--- src/rtl/nway_join_pkg.sv ---
// Shared definitions for the N-way join: combine-op encodings and a
// constant-foldable log2 helper used to size FIFO pointers and counts.
package nway_join_pkg;

  typedef enum logic [1:0] {
    OP_XOR = 2'b00,
    OP_AND = 2'b01,
    OP_OR  = 2'b10,
    OP_ADD = 2'b11
  } op_e;

  function automatic int clog2(input int value);
    int result;
    result = 0;
    for (int i = 0; i < 32; i++) begin
      if ((1 << i) < value) result = i + 1;
    end
    return result;
  endfunction

endpackage

--- src/rtl/nway_join_fifo.sv ---
// Per-channel synchronous FIFO for the N-way join. Caller guarantees no push
// when full and no pop when empty; pointers wrap naturally at DEPTH.
module join_fifo
  import nway_join_pkg::*;
#(
  parameter int WIDTH = 1,
  parameter int DEPTH = 4
) (
  input  logic                  clk,
  input  logic                  reset,
  input  logic                  i_push,
  input  logic [WIDTH-1:0]      i_data,
  input  logic                  i_pop,
  output logic [WIDTH-1:0]      o_head,
  output logic                  o_empty,
  output logic                  o_full,
  output logic [clog2(DEPTH):0] o_count
);

  localparam int AW = clog2(DEPTH);
  localparam logic [AW-1:0] PTR_ONE  = AW'(1);
  localparam logic [AW:0]   CNT_ONE  = (AW + 1)'(1);
  localparam logic [AW:0]   CNT_FULL = (AW + 1)'(DEPTH);

  logic [WIDTH-1:0] r_mem [DEPTH];
  logic [AW-1:0]    r_wrPtr;
  logic [AW-1:0]    r_rdPtr;
  logic [AW:0]      r_count;

  always_ff @(posedge clk) begin
    if (i_push) r_mem[r_wrPtr] <= i_data;
  end

  always_ff @(posedge clk or posedge reset) begin
    if (reset) begin
      r_wrPtr <= '0;
      r_rdPtr <= '0;
      r_count <= '0;
    end else begin
      if (i_push) r_wrPtr <= r_wrPtr + PTR_ONE;
      if (i_pop)  r_rdPtr <= r_rdPtr + PTR_ONE;
      case ({i_push, i_pop})
        2'b10:   r_count <= r_count + CNT_ONE;
        2'b01:   r_count <= r_count - CNT_ONE;
        default: r_count <= r_count;
      endcase
    end
  end

  assign o_head  = r_mem[r_rdPtr];
  assign o_empty = (r_count == '0);
  assign o_full  = (r_count == CNT_FULL);
  assign o_count = r_count;

endmodule

--- src/rtl/nway_join_dut.sv ---
// N-input join: one FIFO per channel, fires when every FIFO holds a word and
// the output slot is free, reducing the heads with the op selected at fire time.
module nway_join_dut
  import nway_join_pkg::*;
#(
  parameter int NUM_IN = 2,
  parameter int WIDTH  = 1,
  parameter int DEPTH  = 4
) (
  input  logic                    clk,
  input  logic                    reset,
  input  logic [NUM_IN*WIDTH-1:0] in_data,
  input  logic [NUM_IN-1:0]       in_en,
  output logic [NUM_IN-1:0]       in_rdy,
  input  logic [1:0]              op_sel,
  output logic [WIDTH-1:0]        y_data,
  output logic                    y_en,
  input  logic                    y_rdy,
  output logic [15:0]             res_cnt
);

  localparam int CW = clog2(DEPTH) + 1;
  localparam logic [CW-1:0] CNT_FULL = CW'(DEPTH);

  logic [NUM_IN-1:0]       w_push;
  logic [NUM_IN-1:0]       w_empty;
  logic [NUM_IN-1:0]       w_full;
  logic [NUM_IN*WIDTH-1:0] w_heads;
  logic                    w_fire;
  logic [WIDTH-1:0]        w_result;

  logic                    r_yEn;
  logic [WIDTH-1:0]        r_yData;
  logic [15:0]             r_resCnt;

  for (genvar g = 0; g < NUM_IN; g++) begin : g_ch
    logic [CW-1:0] w_count;

    // Ready comes from the registered count only, so no input-to-ready path exists.
    assign in_rdy[g] = (w_count != CNT_FULL);
    assign w_push[g] = in_en[g] & ~w_full[g];

    join_fifo #(
      .WIDTH (WIDTH),
      .DEPTH (DEPTH)
    ) u_fifo (
      .clk     (clk),
      .reset   (reset),
      .i_push  (w_push[g]),
      .i_data  (in_data[g*WIDTH +: WIDTH]),
      .i_pop   (w_fire),
      .o_head  (w_heads[g*WIDTH +: WIDTH]),
      .o_empty (w_empty[g]),
      .o_full  (w_full[g]),
      .o_count (w_count)
    );
  end

  function automatic logic [WIDTH-1:0] reduceHeads(input logic [1:0] op,
                                                   input logic [NUM_IN*WIDTH-1:0] heads);
    logic [WIDTH-1:0] acc;
    acc = heads[WIDTH-1:0];
    for (int i = 1; i < NUM_IN; i++) begin
      case (op)
        OP_XOR:  acc = acc ^ heads[i*WIDTH +: WIDTH];
        OP_AND:  acc = acc & heads[i*WIDTH +: WIDTH];
        OP_OR:   acc = acc | heads[i*WIDTH +: WIDTH];
        default: acc = acc + heads[i*WIDTH +: WIDTH];
      endcase
    end
    return acc;
  endfunction

  assign w_fire   = (&(~w_empty)) && (!r_yEn || y_rdy);
  assign w_result = reduceHeads(op_sel, w_heads);

  // A fire both refills and keeps y_en high; a consume without fire just drains it.
  always_ff @(posedge clk or posedge reset) begin
    if (reset) begin
      r_yEn    <= 1'b0;
      r_yData  <= '0;
      r_resCnt <= '0;
    end else begin
      if (w_fire) begin
        r_yData <= w_result;
        r_yEn   <= 1'b1;
      end else if (r_yEn && y_rdy) begin
        r_yEn   <= 1'b0;
      end
      if (r_yEn && y_rdy) r_resCnt <= r_resCnt + 16'd1;
    end
  end

  assign y_data  = r_yData;
  assign y_en    = r_yEn;
  assign res_cnt = r_resCnt;

endmodule
--- config.mk ---
export PLATFORM = sky130hd
export DESIGN_NAME = nway_join_dut
export DESIGN_NICKNAME = d
export VERILOG_FILES = /design/src/rtl/nway_join_pkg.sv /design/src/rtl/nway_join_fifo.sv /design/src/rtl/nway_join_dut.sv
export SDC_FILE = /design/constraint.sdc
export NUM_CORES = 1
export LEC_CHECK = 0
export BUFFER_PORTS_ARGS = -buffer_cell sky130_fd_sc_hd__buf_2
export CAP_MARGIN = 0
export CELL_PAD_IN_SITES_DETAIL_PLACEMENT = 1
export CELL_PAD_IN_SITES_GLOBAL_PLACEMENT = 2
export CORE_MARGIN = 5
export CORE_UTILIZATION = 42
export DETAILED_ROUTE_END_ITERATION = 10
export PLACE_DENSITY = 0.95
export SETUP_SLACK_MARGIN = 0.3
export SLEW_MARGIN = 5
export SYNTH_ARGS = -nofsm -noshare
export SYNTH_HDL_FRONTEND = slang
export SYNTH_HIERARCHICAL = 1
export SYNTH_SLANG_ARGS = --single-unit
--- constraint.sdc ---
create_clock -name clk -period 16.2 [get_ports clk]
set_input_delay 1.62 -clock clk [delete_from_list [all_inputs] [get_ports clk]]
set_output_delay 1.62 -clock clk [all_outputs]
set_load 0.05 [all_outputs]
# Yosys cells after proc, flatten, opt, wreduce, memory -nomap -nowiden

Memory sizes are Yosys's and may differ from the RTL's.
Index checks and enable logic that the tools add are counted.

Memories: 2
Bits in latches: 0
RAM bits: 8
Logic and storage cells: 59
Output and inout port bits: 20
Bits in read-only memories: 0
Register bits after elaboration: 212
Bits of input ports: 9

Memories:

| memory               | words | width | rd ports | clocked after Yosys merged registers in | wr ports | line                 | source |
|---|---|---|---|---|---|---|---|
| g_ch[0].u_fifo.r_mem | 4     | 1     | 1        | 0                                       | 1        | nway_join_fifo.sv:25 | `logic [WIDTH-1:0] r_mem [DEPTH];` |
| g_ch[1].u_fifo.r_mem | 4     | 1     | 1        | 0                                       | 1        | nway_join_fifo.sv:25 |  |

Reductions and logical operators: 11
Bitwise operators: 8
Shift-type cells: 0
Order comparisons: 0
Mux-type cells: 9
Divide/modulo/power cells: 0
Add/subtract/negate cells: 10
Multipliers: 0
Equal/unequal tests: 10

Operator list:

| kind                                                  | count |
|---|---|
| case mux 33 bit (2 select lines)                      | 2 |
| adder 32 x 1 -> 32 bit (second input constant)        | 4 |
| adder 33 x 1 -> 33 bit (second input constant)        | 2 |
| equality test 33 x 3 -> 1 bit (second input constant) | 2 |
| logical NOT 33 bit                                    | 2 |
| != test 33 x 3 -> 1 bit (second input constant)       | 2 |
| subtractor 33 x 1 -> 33 bit (second input constant)   | 2 |
| adder 16 x 1 -> 16 bit (second input constant)        | 1 |
| equality test 2 x 1 -> 1 bit (second input constant)  | 3 |
| equality test 2 bit (second input constant)           | 3 |
| 2-to-1 mux 1 bit                                      | 6 |
| nonzero test 2 bit                                    | 3 |
| AND 1 bit                                             | 3 |
| case mux 1 bit (3 select lines)                       | 1 |
| logical AND 1 bit                                     | 2 |
| logical NOT 2 bit                                     | 1 |
| NOT 1 bit                                             | 2 |
| NOT 2 bit                                             | 1 |
| AND reduction 2 bit                                   | 1 |
| adder 1 bit                                           | 1 |
| logical NOT 1 bit                                     | 1 |
| logical OR 1 bit                                      | 1 |
| bitwise OR 1 bit                                      | 1 |
| XOR 1 bit                                             | 1 |

# Logic depth before layout (Yosys ltp)

Depth in word-level cells: 6
Depth in mapped cells: 24
Mapped depth without buffers: 17

# Modules after synthesis

Netlist, hierarchy kept.

Modules (own cells, without submodules):

| module        | cells each | seq. area each (µm²) | instances | area an instance (µm²) |
|---|---|---|---|---|
| join_fifo     | 558        | 1046.0               | 2         | 4254.1 |
| nway_join_dut | 107        | 450.4                | 1         | 1037.2 |

# Worst setup path before layout

Ideal clock, no wire load.

Kind: input -> register
From: input y_rdy
To: register g_ch[0].u_fifo.r_count[32]
Setup time: 0.123 ns
Stages on the path: 18
Path buffers: 6
Data required time: 16.077 ns
Arrival time: 5.976 ns
Slack: 10.101 ns
Path through: and2b_2 -> nor3_1 -> ha_1 -> buf_2 -> clkbuf_1 -> buf_2 -> buf_2 -> buf_2 -> buf_1 -> xor2_1 -> ha_1 -> inv_1 -> o32a_1 -> a22o_1 -> a21bo_2 -> or3_1 -> o2111ai_1 -> nor2_1

Longest elaborated chain between the ends: 4
Elaborated cells on any way between the ends: 6
Those cells by class: eq/ne: 2; mux: 1; reduce/logical: 3

Ends and longest elaborated chain:

| what                                                                   | line                 | source |
|---|---|---|
| from (decl)                                                            | nway_join_dut.sv:18  | `input logic y_rdy,` |
| logical OR 1 bit (*)                                                   | nway_join_dut.sv:74  | `assign w_fire = (&(~w_empty)) && (!r_yEn \|\| y_rdy);` |
| logical AND 1 bit (*)                                                  | nway_join_dut.sv:74  |  |
| named net w_fire                                                       | nway_join_dut.sv:29  | `logic w_fire;` |
| equality test 2 x 1 -> 1 bit or equality test 2 bit (tied branches)    | nway_join_fifo.sv:42 | `case ({i_push, i_pop})` |
| case mux 33 bit (2 select lines) or nonzero test 2 bit (tied branches) | -                    |  |
| to (signal assigned)                                                   | nway_join_fifo.sv:43 | `2'b10: r_count <= r_count + CNT_ONE;` |
| to (signal assigned)                                                   | nway_join_fifo.sv:44 | `2'b01: r_count <= r_count - CNT_ONE;` |
| to (signal assigned)                                                   | nway_join_fifo.sv:45 | `default: r_count <= r_count;` |
| to (decl)                                                              | nway_join_fifo.sv:28 | `logic [AW:0] r_count;` |

The timed path passes the listed nets; every way through them passes the cells marked *.
A chain may end at the register's enable or synchronous reset.

# Final worst setup path

From: register g_ch[0].u_fifo.r_count[28]
To: register g_ch[0].u_fifo.r_count[25]

Elaborated cells on any way between the ends: 11
Those cells by class: eq/ne: 3; mux: 1; bitwise: 3; reduce/logical: 4

RTL lines:

| what                                                                   | line                 | source |
|---|---|---|
| equality test 33 x 3 -> 1 bit (*)                                      | nway_join_fifo.sv:52 | `assign o_full = (r_count == CNT_FULL);` |
| named net w_full[0]                                                    | nway_join_dut.sv:27  | `logic [NUM_IN-1:0] w_full;` |
| NOT 1 bit (*)                                                          | nway_join_dut.sv:41  | `assign w_push[g] = in_en[g] & ~w_full[g];` |
| AND 1 bit (*)                                                          | nway_join_dut.sv:41  |  |
| named net w_push[0]                                                    | nway_join_dut.sv:25  | `logic [NUM_IN-1:0] w_push;` |
| equality test 2 x 1 -> 1 bit or equality test 2 bit (tied branches)    | nway_join_fifo.sv:42 |  |
| case mux 33 bit (2 select lines) or nonzero test 2 bit (tied branches) | -                    |  |

Marked as above.

==> impl_metrics.prom <==
# TYPE chip_impl_metric gauge
chip_impl_metric{name="share_seq_of_total_power",unit="%"} 43.2
chip_impl_metric{name="path_clk_slew",unit="ps"} 80
chip_impl_metric{name="hpwl",unit="mm"} 20.2
chip_impl_metric{name="final-setup-viol-count",unit=""} 0
chip_impl_metric{name="antennaDiodeCount",unit=""} 0
chip_impl_metric{name="tightest_slew",unit="ps"} 787
chip_impl_metric{name="cp.arrival",unit="ps"} 6030
chip_impl_info{name="crit_type",value="flop to flop"} 1
chip_impl_info{name="critical_path_endpoint_category",value="flop"} 1
chip_impl_metric{name="gp_routability_congestion",unit=""} 0.828
chip_impl_metric{name="num_io_pins",unit=""} 29
chip_impl_metric{name="worst_vdd_rail_ir_drop",unit="mV"} 0.0710
chip_impl_metric{name="post_drt_wl_per_cell",unit="µm"} 20.5
chip_impl_metric{name="worst-endpoint-required",unit="ps"} 16430
chip_impl_metric{name="fin_util",unit="%"} 44.4
chip_impl_metric{name="grt_start_max_net_pins",unit=""} 88
chip_impl_metric{name="timing.critical_path.slowest_cell_delay",unit="ps"} 650
chip_impl_info{name="worstHoldStart",value="res_cnt[15]"} 1
chip_impl_metric{name="postCtsSetupBuffers",unit=""} 0
chip_impl_metric{name="ff_latch_area",unit="µm²"} 2540
chip_impl_metric{name="post_cts_hold_buffer_count",unit=""} 0
chip_impl_metric{name="power.share.combinational",unit="%"} 41.5
chip_impl_metric{name="multiInputGateArea",unit="µm²"} 6380
chip_impl_info{name="timing.critical_path.mode_cell",value="nor3_1"} 1
chip_impl_metric{name="die_height",unit="µm"} 161
chip_impl_metric{name="globalRouteOverflowTotal",unit=""} 0
chip_impl_metric{name="p_sw_share",unit="%"} 51.6
chip_impl_info{name="startpoint_type",value="flop"} 1
chip_impl_metric{name="power.share.clock",unit="%"} 15.2
chip_impl_metric{name="count_of_maximum_capacitance_violations",unit=""} 0
chip_impl_info{name="worstSetupStartpoint",value="g_ch[0].u_fifo/o_count[28]"} 1
chip_impl_metric{name="firstDrtPassIters",unit=""} 5
chip_impl_metric{name="cts-htree-levels",unit=""} 3
chip_impl_metric{name="initial_utilization",unit="%"} 42.4
chip_impl_metric{name="cts_sinks",unit=""} 100
chip_impl_metric{name="clock.fmax",unit="GHz"} 0.173
chip_impl_info{name="worst_path_dominant_cell_family",value="simple AND/OR/NAND/NOR gates"} 1
chip_impl_info{name="cts_tree",value="yes"} 1
chip_impl_info{name="commonest_non_fill_non_tap_cell_in_the_layout",value="nor2_1"} 1
chip_impl_metric{name="drive_above_1_share",unit="%"} 8.61
chip_impl_metric{name="postSynthRegisterBits",unit=""} 100
chip_impl_metric{name="chipWidth",unit="µm"} 161
chip_impl_metric{name="path_buf_inv",unit=""} 2
chip_impl_info{name="hold_removal_path_class",value="flop to flop"} 1
chip_impl_metric{name="switching_power_of_the_nets",unit="µW"} 786
chip_impl_metric{name="synth.cell_area",unit="µm²"} 9550
chip_impl_metric{name="postLayoutCellArea",unit="µm²"} 9980
chip_impl_metric{name="synth-async-reset-ratio",unit="%"} 92.0
chip_impl_metric{name="grt_first_pass_wirelength",unit="mm"} 50.3
chip_impl_metric{name="finalWorstPathRequiredPeriod",unit="ps"} 5790
chip_impl_info{name="synthTopCellsByArea",value="dfrtp_1, o21ai_0, xnor2_1, nor2_1, xor2_1"} 1
chip_impl_metric{name="placement_rows",unit=""} 55
chip_impl_metric{name="syn_nets",unit=""} 1249
chip_impl_info{name="critPathSlowestCell",value="buf_4"} 1
chip_impl_metric{name="synth_top_area_share",unit="%"} 24.1
chip_impl_metric{name="power.density_cell_area",unit="nW/µm²"} 152
chip_impl_info{name="status",value="finished clean"} 1
chip_impl_metric{name="synthToLayoutAreaGrowth",unit="%"} 4.60
chip_impl_metric{name="report.final.slew_viol_count",unit=""} 0
chip_impl_metric{name="count_of_flip_flops_with_a_built_in_enable_after_synthesis",unit=""} 8
chip_impl_metric{name="post_drt_via_cell_ratio",unit=""} 6.54
chip_impl_metric{name="postCtsResizedCells",unit=""} 0
chip_impl_info{name="most-common-layout-cells",value="nor2_1, dfrtp_1, o21ai_0"} 1
chip_impl_metric{name="timing.final.crit_share",unit="%"} 35.8
chip_impl_metric{name="synthesis.area_per_instance",unit="µm²"} 7.80
chip_impl_metric{name="design.core.area",unit="µm²"} 22500
chip_impl_metric{name="cellInternalPower",unit="µW"} 735
chip_impl_info{name="crit_path_cell_trace",value="or3_1 -> nor4_1 -> nand4_1 -> nor3_1 -> and2_1 -> nor2b_1 -> inv_1 -> ha_2 -> buf_4 -> or3b_1 -> o32a_1 -> nor3_2 -> a211oi_2 -> nor3_1 -> a211oi_1 -> a2111oi_0"} 1
chip_impl_metric{name="finalHoldViolCount",unit=""} 0
chip_impl_metric{name="share_of_the_yosys_chip_area_belonging_to_registers",unit="%"} 26.6
chip_impl_metric{name="syn-instance-count",unit=""} 1223
chip_impl_info{name="regToRegStartpoint",value="g_ch[0].u_fifo/o_count[28]"} 1
chip_impl_metric{name="fin_worst_hold_slack",unit="ps"} 463
chip_impl_metric{name="cts-root-to-sink-buffers",unit=""} 2
chip_impl_metric{name="detail_route.drc_violations",unit=""} 0
chip_impl_metric{name="nNetsFinal",unit=""} 1194
chip_impl_metric{name="grtUsageTotal",unit="%"} 23.1
chip_impl_metric{name="yosysWarningCount",unit=""} 6
chip_impl_metric{name="fill_cells",unit=""} 2741
chip_impl_metric{name="max_slew_margin",unit="%"} 46.2
chip_impl_metric{name="total_via_count_after_detailed_routing",unit=""} 9529
chip_impl_info{name="rsz_0062_raised_after_global_routing",value="false"} 1
chip_impl_metric{name="synth.distinct_cells",unit=""} 75
chip_impl_metric{name="buffers_added_on_ports",unit=""} 28
chip_impl_metric{name="leakagePower",unit="µW"} 0.00370
chip_impl_metric{name="drt-total-wl",unit="mm"} 29.9
chip_impl_metric{name="number_of_global_route_vias_before_repair",unit=""} 9433
chip_impl_metric{name="drt_iter0_markers",unit=""} 811
chip_impl_metric{name="finalClockSkew",unit="ps"} 24.6
chip_impl_info{name="clock-root-buffer",value="clkbuf_16"} 1
chip_impl_metric{name="path_max_fanout",unit=""} 77
chip_impl_metric{name="die_area",unit="µm²"} 25800
chip_impl_metric{name="post_dp_cell_area",unit="µm²"} 9680
chip_impl_info{name="ys.flop_type",value="dfrtp_1"} 1
chip_impl_metric{name="count_of_antenna_violating_nets_left_after_detailed_routing",unit=""} 0
chip_impl_info{name="synth_area_leader_cell",value="dfrtp_1"} 1
chip_impl_metric{name="cts_made_buffers",unit=""} 9
chip_impl_metric{name="initial_antenna_violation_count",unit=""} 0
chip_impl_metric{name="tns",unit="ps"} 0
chip_impl_metric{name="worst_skew_pair_later_pin_latency",unit="ps"} 380
[cell type report]
type / instances / area share [%]
Inverter: 43 / 1.62
Sequential cell: 100 / 25.5
Clock buffer: 9 / 2.26
Timing Repair Buffer: 41 / 2.38
Tap cell: 285 / 3.57
Clock inverter: 7 / 0.789
Multi-Input combinational cell: 973 / 63.9
[synthesized netlist by cell type (25+ instances only)]
library cell / instances
nand2_1: 72
inv_1: 41
buf_2: 32
dfrtp_1: 92
nand3_1: 54
and3_1: 25
xor2_1: 32
nor2_1: 109
a21oi_1: 42
nor3_1: 39
clkbuf_1: 64
o21ai_0: 91
nor4_1: 26
xnor2_1: 49
[registers in the layout, indices dropped and copies added, names as in the netlist]
register             flops
y_data                   1
g_ch.u_fifo/r_wrPtr      4
g_ch.u_fifo/r_rdPtr      4
y_en                     1
g_ch.u_fifo/o_count     66
g_ch.u_fifo/r_mem        8
res_cnt                 16
[layer usage]
| layer | GRT usage, % | vias up | wire length [µm] |
|---|---|---|---|
| met5 | 0 | - | 0 |
| met4 | 6.51 | 0 | 458 |
| met1 | 32.9 | 4782 | 14100 |
| li1 | - | 4462 | - |
| met2 | 37.7 | 251 | 14200 |
| met3 | 2.10 | 34 | 1210 |
[power groups by stage]
stage	clock network, µW	registers, µW	logic [µW]
6_report	232	657	632
5_1_grt	246	686	704
4_1_cts	236	649	630
3_5_place_dp	0	653	622
3_3_place_gp	0	644	597
2_1_floorplan	0	472	621
[stage by stage]
stage | worst slack [ps] | cells | power (µW)
after global routing | 10000 | 1458 | 1640
after floorplan | 10100 | 1223 | 1090
after detailed placement | 10470 | 1442 | 1270
after CTS | 10490 | 1458 | 1520
after global placement | 10570 | 1442 | 1240
final | 10410 | 1458 | 1520
[final timing paths]
| check | end | slack (ps) | cells after the start |
|---|---|---|---|
| worst min-delay path | res_cnt[15] | 460 | 1 |
| worst min register to register | res_cnt[15] | 460 | 1 |
| worst max register to register | g_ch[0].u_fifo/o_count[25] | 10410 | 16 |
| worst max-delay path | g_ch[0].u_fifo/o_count[25] | 10410 | 16 |
| max in group asynchronous | res_cnt[2] | 14370 | 2 |
| min in group asynchronous | res_cnt[3] | 1380 | 2 |
[cells by family after synthesis]
group,Yosys count,share of synthesized area (%)
simple gates,499,28.7
mux,13,1.66
flops,100,26.6
xor+xnor,81,7.43
buf+inv,150,6.55
fa+ha+maj,17,2.23
compound gates,363,26.8
Note: power is estimated with default switching activity, not from simulation.
